### config.mk
export PLATFORM = sky130hd
export DESIGN_NAME = alu_muldiv
export DESIGN_NICKNAME = d
export VERILOG_FILES = /design/src/rtl/alu_muldiv.sv
export SDC_FILE = /design/constraint.sdc
export NUM_CORES = 1
export LEC_CHECK = 0
export BUFFER_PORTS_ARGS = -buffer_cell sky130_fd_sc_hd__buf_2
export CAP_MARGIN = 20
export CELL_PAD_IN_SITES_DETAIL_PLACEMENT = 1
export CELL_PAD_IN_SITES_GLOBAL_PLACEMENT = 2
export CORE_AREA = 10 10 296 298
export DETAILED_ROUTE_END_ITERATION = 12
export DIE_AREA = 0 0 306 308
export HOLD_SLACK_MARGIN = 0.03
export PLACE_DENSITY = 0.84
export SYNTH_ARGS = -nofsm -noshare
export SYNTH_HDL_FRONTEND = slang
export SYNTH_SLANG_ARGS = --single-unit
### constraint.sdc
create_clock -name clk -period 5.3 [get_ports clk]
set_clock_uncertainty 0.2 [all_clocks]
set_input_delay 1.06 -clock clk [delete_from_list [all_inputs] [get_ports clk]]
set_output_delay 1.06 -clock clk [all_outputs]
set_load 0.01 [all_outputs]
### src/rtl/alu_muldiv.sv
// Execute-stage ALU: registered single-cycle operations plus an iterative
// shift-add multiplier / restoring divider that owns the HI/LO registers.
module alu_muldiv #(
  parameter  int WIDTH = 32,
  localparam int SHW   = $clog2(WIDTH)
) (
  input  logic             clk,
  input  logic             reset,
  input  logic             in_valid,
  output logic             in_ready,
  input  logic [3:0]       op,
  input  logic [WIDTH-1:0] a,
  input  logic [WIDTH-1:0] b,
  input  logic [SHW-1:0]   shamt,
  output logic             out_valid,
  output logic [WIDTH-1:0] y,
  output logic             zero,
  output logic             overflow,
  output logic [WIDTH-1:0] hi,
  output logic [WIDTH-1:0] lo
);

  typedef enum logic [3:0] {
    OP_AND  = 4'b0000, OP_OR   = 4'b0001, OP_ADD  = 4'b0010, OP_XOR   = 4'b0011,
    OP_SLL  = 4'b0100, OP_SRL  = 4'b0101, OP_SUB  = 4'b0110, OP_SLT   = 4'b0111,
    OP_SRA  = 4'b1000, OP_SLTU = 4'b1001, OP_MFHI = 4'b1010, OP_MFLO  = 4'b1011,
    OP_MULT = 4'b1100, OP_MULTU = 4'b1101, OP_DIV = 4'b1110, OP_DIVU  = 4'b1111
  } op_e;

  typedef enum logic [1:0] {S_IDLE, S_MUL, S_DIV, S_FIX} state_e;

  state_e state, state_nx;
  op_e    op_q;

  logic             accept;
  logic             is_muldiv;
  logic             last_iter;
  logic [SHW-1:0]   cnt;

  // Engine registers
  logic [2*WIDTH-1:0] acc;
  logic [WIDTH-1:0]   opnd;
  logic [WIDTH-1:0]   a_raw;
  logic               is_div_r;
  logic               dz_r;
  logic               neg_q;
  logic               neg_r;

  // Combinational datapath
  logic [WIDTH-1:0] sum;
  logic [WIDTH-1:0] diff;
  logic [WIDTH-1:0] alu_y;
  logic             alu_ov;
  logic             a_neg;
  logic             b_neg;
  logic [WIDTH-1:0] a_mag;
  logic [WIDTH-1:0] b_mag;
  logic [WIDTH:0]   mul_sum;
  logic [WIDTH:0]   rem_sh;
  logic [WIDTH:0]   rem_sub;
  logic [WIDTH-1:0] fix_hi;
  logic [WIDTH-1:0] fix_lo;

  assign op_q      = op_e'(op);
  assign is_muldiv = op[3] & op[2];
  assign accept    = in_valid & in_ready;
  assign last_iter = (cnt == SHW'(WIDTH - 1));

  // ---------------------------------------------------------------- FSM
  // NOTE: clocked state uses non-blocking (<=) so every register samples
  // the pre-edge values; blocking here would create order-dependent races.
  always_ff @(posedge clk) begin
    if (reset) state <= S_IDLE;
    else       state <= state_nx;
  end

  // NOTE: every always_comb output gets a default first, so no path can
  // leave it unassigned and infer a latch.
  always_comb begin
    state_nx = state;
    case (state)
      S_IDLE:       if (accept && is_muldiv) state_nx = op[1] ? S_DIV : S_MUL;
      S_MUL, S_DIV: if (last_iter)           state_nx = S_FIX;
      S_FIX:                                 state_nx = S_IDLE;
      default:                               state_nx = S_IDLE;
    endcase
  end

  always_comb begin
    in_ready = (state == S_IDLE);
  end

  // ------------------------------------------------------ single-cycle ALU
  assign sum  = a + b;
  assign diff = a - b;

  always_comb begin
    alu_y  = '0;
    alu_ov = 1'b0;
    case (op_q)
      OP_AND:  alu_y = a & b;
      OP_OR:   alu_y = a | b;
      OP_XOR:  alu_y = a ^ b;
      OP_ADD: begin
        alu_y  = sum;
        alu_ov = (a[WIDTH-1] == b[WIDTH-1]) && (sum[WIDTH-1] != a[WIDTH-1]);
      end
      OP_SUB: begin
        alu_y  = diff;
        alu_ov = (a[WIDTH-1] != b[WIDTH-1]) && (diff[WIDTH-1] != a[WIDTH-1]);
      end
      OP_SLL:  alu_y = a << shamt;
      OP_SRL:  alu_y = a >> shamt;
      OP_SRA:  alu_y = $unsigned($signed(a) >>> shamt);
      OP_SLT:  alu_y = {{(WIDTH-1){1'b0}}, ($signed(a) < $signed(b))};
      OP_SLTU: alu_y = {{(WIDTH-1){1'b0}}, (a < b)};
      OP_MFHI: alu_y = hi;
      OP_MFLO: alu_y = lo;
      default: alu_y = '0;
    endcase
  end

  // ------------------------------------------------------ mul/div engine
  // op[0] selects the unsigned variant; signed ops iterate on magnitudes.
  assign a_neg = ~op[0] & a[WIDTH-1];
  assign b_neg = ~op[0] & b[WIDTH-1];
  assign a_mag = a_neg ? -a : a;
  assign b_mag = b_neg ? -b : b;

  assign mul_sum = {1'b0, acc[2*WIDTH-1:WIDTH]} + (acc[0] ? {1'b0, opnd} : '0);
  assign rem_sh  = acc[2*WIDTH-1:WIDTH-1];
  assign rem_sub = rem_sh - {1'b0, opnd};

  // NOTE: engine registers carry no reset; the FSM alone decides when they
  // are meaningful, and every op reloads them on its accepting edge.
  always_ff @(posedge clk) begin
    if (accept && is_muldiv) begin
      cnt      <= '0;
      is_div_r <= op[1];
      dz_r     <= (b == '0);
      a_raw    <= a;
      neg_q    <= a_neg ^ b_neg;
      neg_r    <= a_neg;
      opnd     <= op[1] ? b_mag : a_mag;
      acc      <= op[1] ? {{WIDTH{1'b0}}, a_mag} : {{WIDTH{1'b0}}, b_mag};
    end else if (state == S_MUL) begin
      acc <= {mul_sum, acc[WIDTH-1:1]};
      cnt <= cnt + SHW'(1);
    end else if (state == S_DIV) begin
      if (!rem_sub[WIDTH]) acc <= {rem_sub[WIDTH-1:0], acc[WIDTH-2:0], 1'b1};
      else                 acc <= {rem_sh[WIDTH-1:0],  acc[WIDTH-2:0], 1'b0};
      cnt <= cnt + SHW'(1);
    end
  end

  // Sign fix-up: quotient/product negated when operand signs differ,
  // remainder follows the dividend; divide-by-zero overrides both halves.
  always_comb begin
    fix_hi = acc[2*WIDTH-1:WIDTH];
    fix_lo = acc[WIDTH-1:0];
    if (!is_div_r) begin
      {fix_hi, fix_lo} = neg_q ? -acc : acc;
    end else if (dz_r) begin
      fix_hi = a_raw;
      fix_lo = '1;
    end else begin
      fix_lo = neg_q ? -acc[WIDTH-1:0]       : acc[WIDTH-1:0];
      fix_hi = neg_r ? -acc[2*WIDTH-1:WIDTH] : acc[2*WIDTH-1:WIDTH];
    end
  end

  // ------------------------------------------------------ output registers
  always_ff @(posedge clk) begin
    if (reset) begin
      y         <= '0;
      zero      <= 1'b1;
      overflow  <= 1'b0;
      out_valid <= 1'b0;
      hi        <= '0;
      lo        <= '0;
    end else begin
      out_valid <= 1'b0;
      if (accept && !is_muldiv) begin
        y         <= alu_y;
        zero      <= (alu_y == '0);
        overflow  <= alu_ov;
        out_valid <= 1'b1;
      end else if (state == S_FIX) begin
        hi        <= fix_hi;
        lo        <= fix_lo;
        y         <= fix_lo;
        zero      <= (fix_lo == '0);
        overflow  <= 1'b0;
        out_valid <= 1'b1;
      end
    end
  end

endmodule

==> run summary <==
Run status
- **outcome** finished clean

Placement
- **setup slack at placement** -0.119 ns
- **final RePlAce weighted congestion** 1.08
- **count of input and output buffers** 175
- **placed cell count** 4,824
- **Detailed Place HPWL** 122,000 um

Clock network
- **number of buffers inserted by post-CTS setup repair** 0
- **clk sinks** 238
- **CTS tree** built
- **post-cts hold buffer count** 0
- **number of buffers added by the clock tree synthesis step** 27
- **Reg clk slew, reported paths** 0.07 ns
- **clock root cell** sky130_fd_sc_hd__clkbuf_16
- **later-pin clock latency in the skew report** 0.56 ns
- **CTS resizes** 0
- **maximum clock insertion buffer count** 3
- **CTS H-tree depth** 1

Worst setup path
- **Crit path top cell by count** sky130_fd_sc_hd__buf_4
- **peak fanout along the critical path** 13
- **largest stage delay on the critical path** 0.88 ns
- **Worst Path Class, Setup** in2reg
- **kind of end point of the critical path** flip-flop
- **worst path cell trace** buf_2, buf_4, nor4b_2, nand2_1, buf_4, nor2_1, a221oi_1, o21ai_1, a211oi_1, o21a_1, nor4_1, o21ai_0, a21oi_1
- **endpoint required time on the critical path** 5.58 ns
- **Crit path arrival time** 5.22 ns
- **category of the worst setup path launch point** input port
- **cell at the slowest stage of the critical path** sky130_fd_sc_hd__nor4b_2

Route
- **via/cell ratio** 6.38
- **remaining design rule violation count** 0
- **total vias in the final route** 31.1k
- **post-detailed-routing wire length** 151,000 um
- **detailed-route wire length per cell** 31.1 um
- **post-route ant nets** 0
- **Detailed Route Iter0 Violations** 3,715
- **DRT Pass-1 Iters** 5

Timing
- **Hold Slack** 0.313 ns
- **maximum operating frequency** 0.203 GHz
- **RSZ-0062 raised after global routing** false
- **fin. max-slew vios** 0
- **relative slew slack** 0.207
- **actual transition at the worst max-transition pin** 1.18 ns
- **final critical-path required period** 4.94 ns
- **total count of hold-check failures in the final report** 0
- **count of final setup violators** 0
- **share of the clock period used by the worst path** 0.931
- **setup slack after layout** 0.363 ns

GRT
- **grt met3 use** 0.0332
- **initial antenna violation count** 10
- **global routing met1 resource utilization** 0.401
- **pin count of the biggest net entering global routing** 70
- **total gr overflow** 0
- **GRT Resource Usage Total** 0.307
- **met2 usage** 0.501
- **most crowded layer after global routing** met2
- **wire length of the first global-routing pass** 217,000 um
- **vias in the first global route** 30.6k

Yosys
- **share of Yosys cell area claimed by the top area cell type** 0.140
- **Synthesized Nets** 3,799
- **total of flip-flops plus latches after synthesis** 238
- **Syn Std Cell Area** 0.0283 mm^2
- **main flop type after synthesis** sky130_fd_sc_hd__edfxtp_1
- **dominant cells by area after synthesis** sky130_fd_sc_hd__edfxtp_1 14%, sky130_fd_sc_hd__ha_1 8.0%, sky130_fd_sc_hd__dfxtp_1 7.5%
- **EDFF count, synth** 132
- **warnings from Yosys** 0
- **mean post-synth cell area** 8.01 um^2
- **number of cells produced by synthesis** 3,537
- **part of the Yosys area used for sequential elements** 0.215
- **post-synthesis async set-or-reset flop share** 0
- **library cell with the largest summed area after synthesis** sky130_fd_sc_hd__edfxtp_1
- **unique cell type count in the Yosys netlist** 100

Cells and area
- **fin nets** 4,045
- **final std cells w/o fill** 4,876
- **Area growth, synth to finish** 16.2%
- **share of cells above drive strength 1** 0.180
- **highest-count cells in the layout ignoring fill and taps** 347 x sky130_fd_sc_hd__nor2_1, 320 x sky130_fd_sc_hd__buf_4, 277 x sky130_fd_sc_hd__a21oi_1, 263 x sky130_fd_sc_hd__nand2_1, 212 x sky130_fd_sc_hd__mux2i_1
- **number of filler instances in the final layout** 9,862
- **leading cell type in the layout, fill and taps excluded** sky130_fd_sc_hd__nor2_1

Die
- **initial standard-cell utilization of the core** 0.347
- **top-level port count** 176
- **chip height** 308 um
- **number of rows created at floorplan** 105
- **die width** 306 um
- **Floorplan Core Area** 0.0816 mm^2
- **die footprint** 0.0942 mm^2

Run
- **count of max-cap constraint violations** 0

Power
- **power density of the placed cells** 369 mW/mm^2
- **worst vdd ir** 0.000260 V
- **total leakage power** 13.6 nW

Min path
- **type of the tightest min-delay check** reg2reg

[report_power, final]
part	switching [mW]	total [mW]	leakage [nW]	internal, mW
clock network	0.836	1.97	0.450	1.13
logic	4.09	6.92	11.1	2.82
registers	0.716	3.27	2.09	2.55
total	5.65	12.2	13.6	6.51
[kinds of logic after synthesis]
family,Yosys count,synth area share
fa+ha+maj,186,0.0832
mux,297,0.135
xor+xnor,221,0.0683
flops,238,0.215
compound gates,1077,0.252
buf+inv,455,0.0667
simple gates,1063,0.180
[state kept, by name (all words and copies together), names as in the netlist]
name and flops:
is_div_r 1, zero 1, state 2, neg_q 1, lo 32, dz_r 1
out_valid 1, opnd 32, neg_r 1, cnt 5, y 32, hi 32
overflow 1, acc 64, a_raw 32
[per-stage QoR]
stage	util	power [mW]	area (um^2)	setup TNS, ns
finish	0.403	12.2	32900	0
global placement	0.392	9.92	32000	-0.117
CTS	0.403	12.1	32900	0
detailed placement	0.392	10.1	32000	-0.119
global route	0.403	12.9	32900	0
floorplan	-	7.64	28300	0
[Yosys cell counts, types with 47 or more instances]
library cell	n
sky130_fd_sc_hd__o211ai_1	71
sky130_fd_sc_hd__o21ai_0	210
sky130_fd_sc_hd__dfxtp_1	106
sky130_fd_sc_hd__xor2_1	47
sky130_fd_sc_hd__a21o_1	57
sky130_fd_sc_hd__a211oi_1	58
sky130_fd_sc_hd__ha_1	182
sky130_fd_sc_hd__nand3_1	50
sky130_fd_sc_hd__nor3_1	95
sky130_fd_sc_hd__mux2i_1	212
sky130_fd_sc_hd__edfxtp_1	132
sky130_fd_sc_hd__nor2_1	347
sky130_fd_sc_hd__xnor2_1	174
sky130_fd_sc_hd__a21oi_1	278
sky130_fd_sc_hd__mux4_2	61
sky130_fd_sc_hd__clkbuf_1	203
sky130_fd_sc_hd__inv_1	166
sky130_fd_sc_hd__nand2_1	263
[area by class of cell]
type	instances	area, um^2	area share
Antenna cell	3	7.51	0.000228
Clock buffer	40	861	0.0262
Clock inverter	9	60.1	0.00182
Inverter	170	641	0.0195
Multi-Input combinational cell	2844	20400	0.621
Sequential cell	238	6090	0.185
Tap cell	1070	1340	0.0407
Timing Repair Buffer	502	3490	0.106
[per-layer routing]
metal	vias to the layer above	part of all wire
li1	13616	-
met1	15577	0.41
met2	1580	0.45
met3	314	0.078
met4	2	0.054
met5	-	0.000086
[worst max-delay path, delay by kind of cell]
kind | cells | cell delay (ns)
simple gates | 4 | 2.10
buf+inv | 3 | 0.79
compound gates | 6 | 1.24
[path summary, 6_finish.rpt]
path | slack [ns] | startpoint | to | cells after the start
worst max register to register | 0.37 | acc[0]$_DFFE_PP_ | acc[62]$_SDFFCE_PP0P_ | 16
worst min-delay path | 0.31 | lo[31]$_SDFFE_PP0P_ | lo[31]$_SDFFE_PP0P_ | 2
worst max-delay path | 0.36 | op[2] | y[27]$_SDFFE_PP0P_ | 13
worst min register to register | 0.31 | lo[31]$_SDFFE_PP0P_ | lo[31]$_SDFFE_PP0P_ | 2
Note: power is estimated with default switching activity, not from simulation.
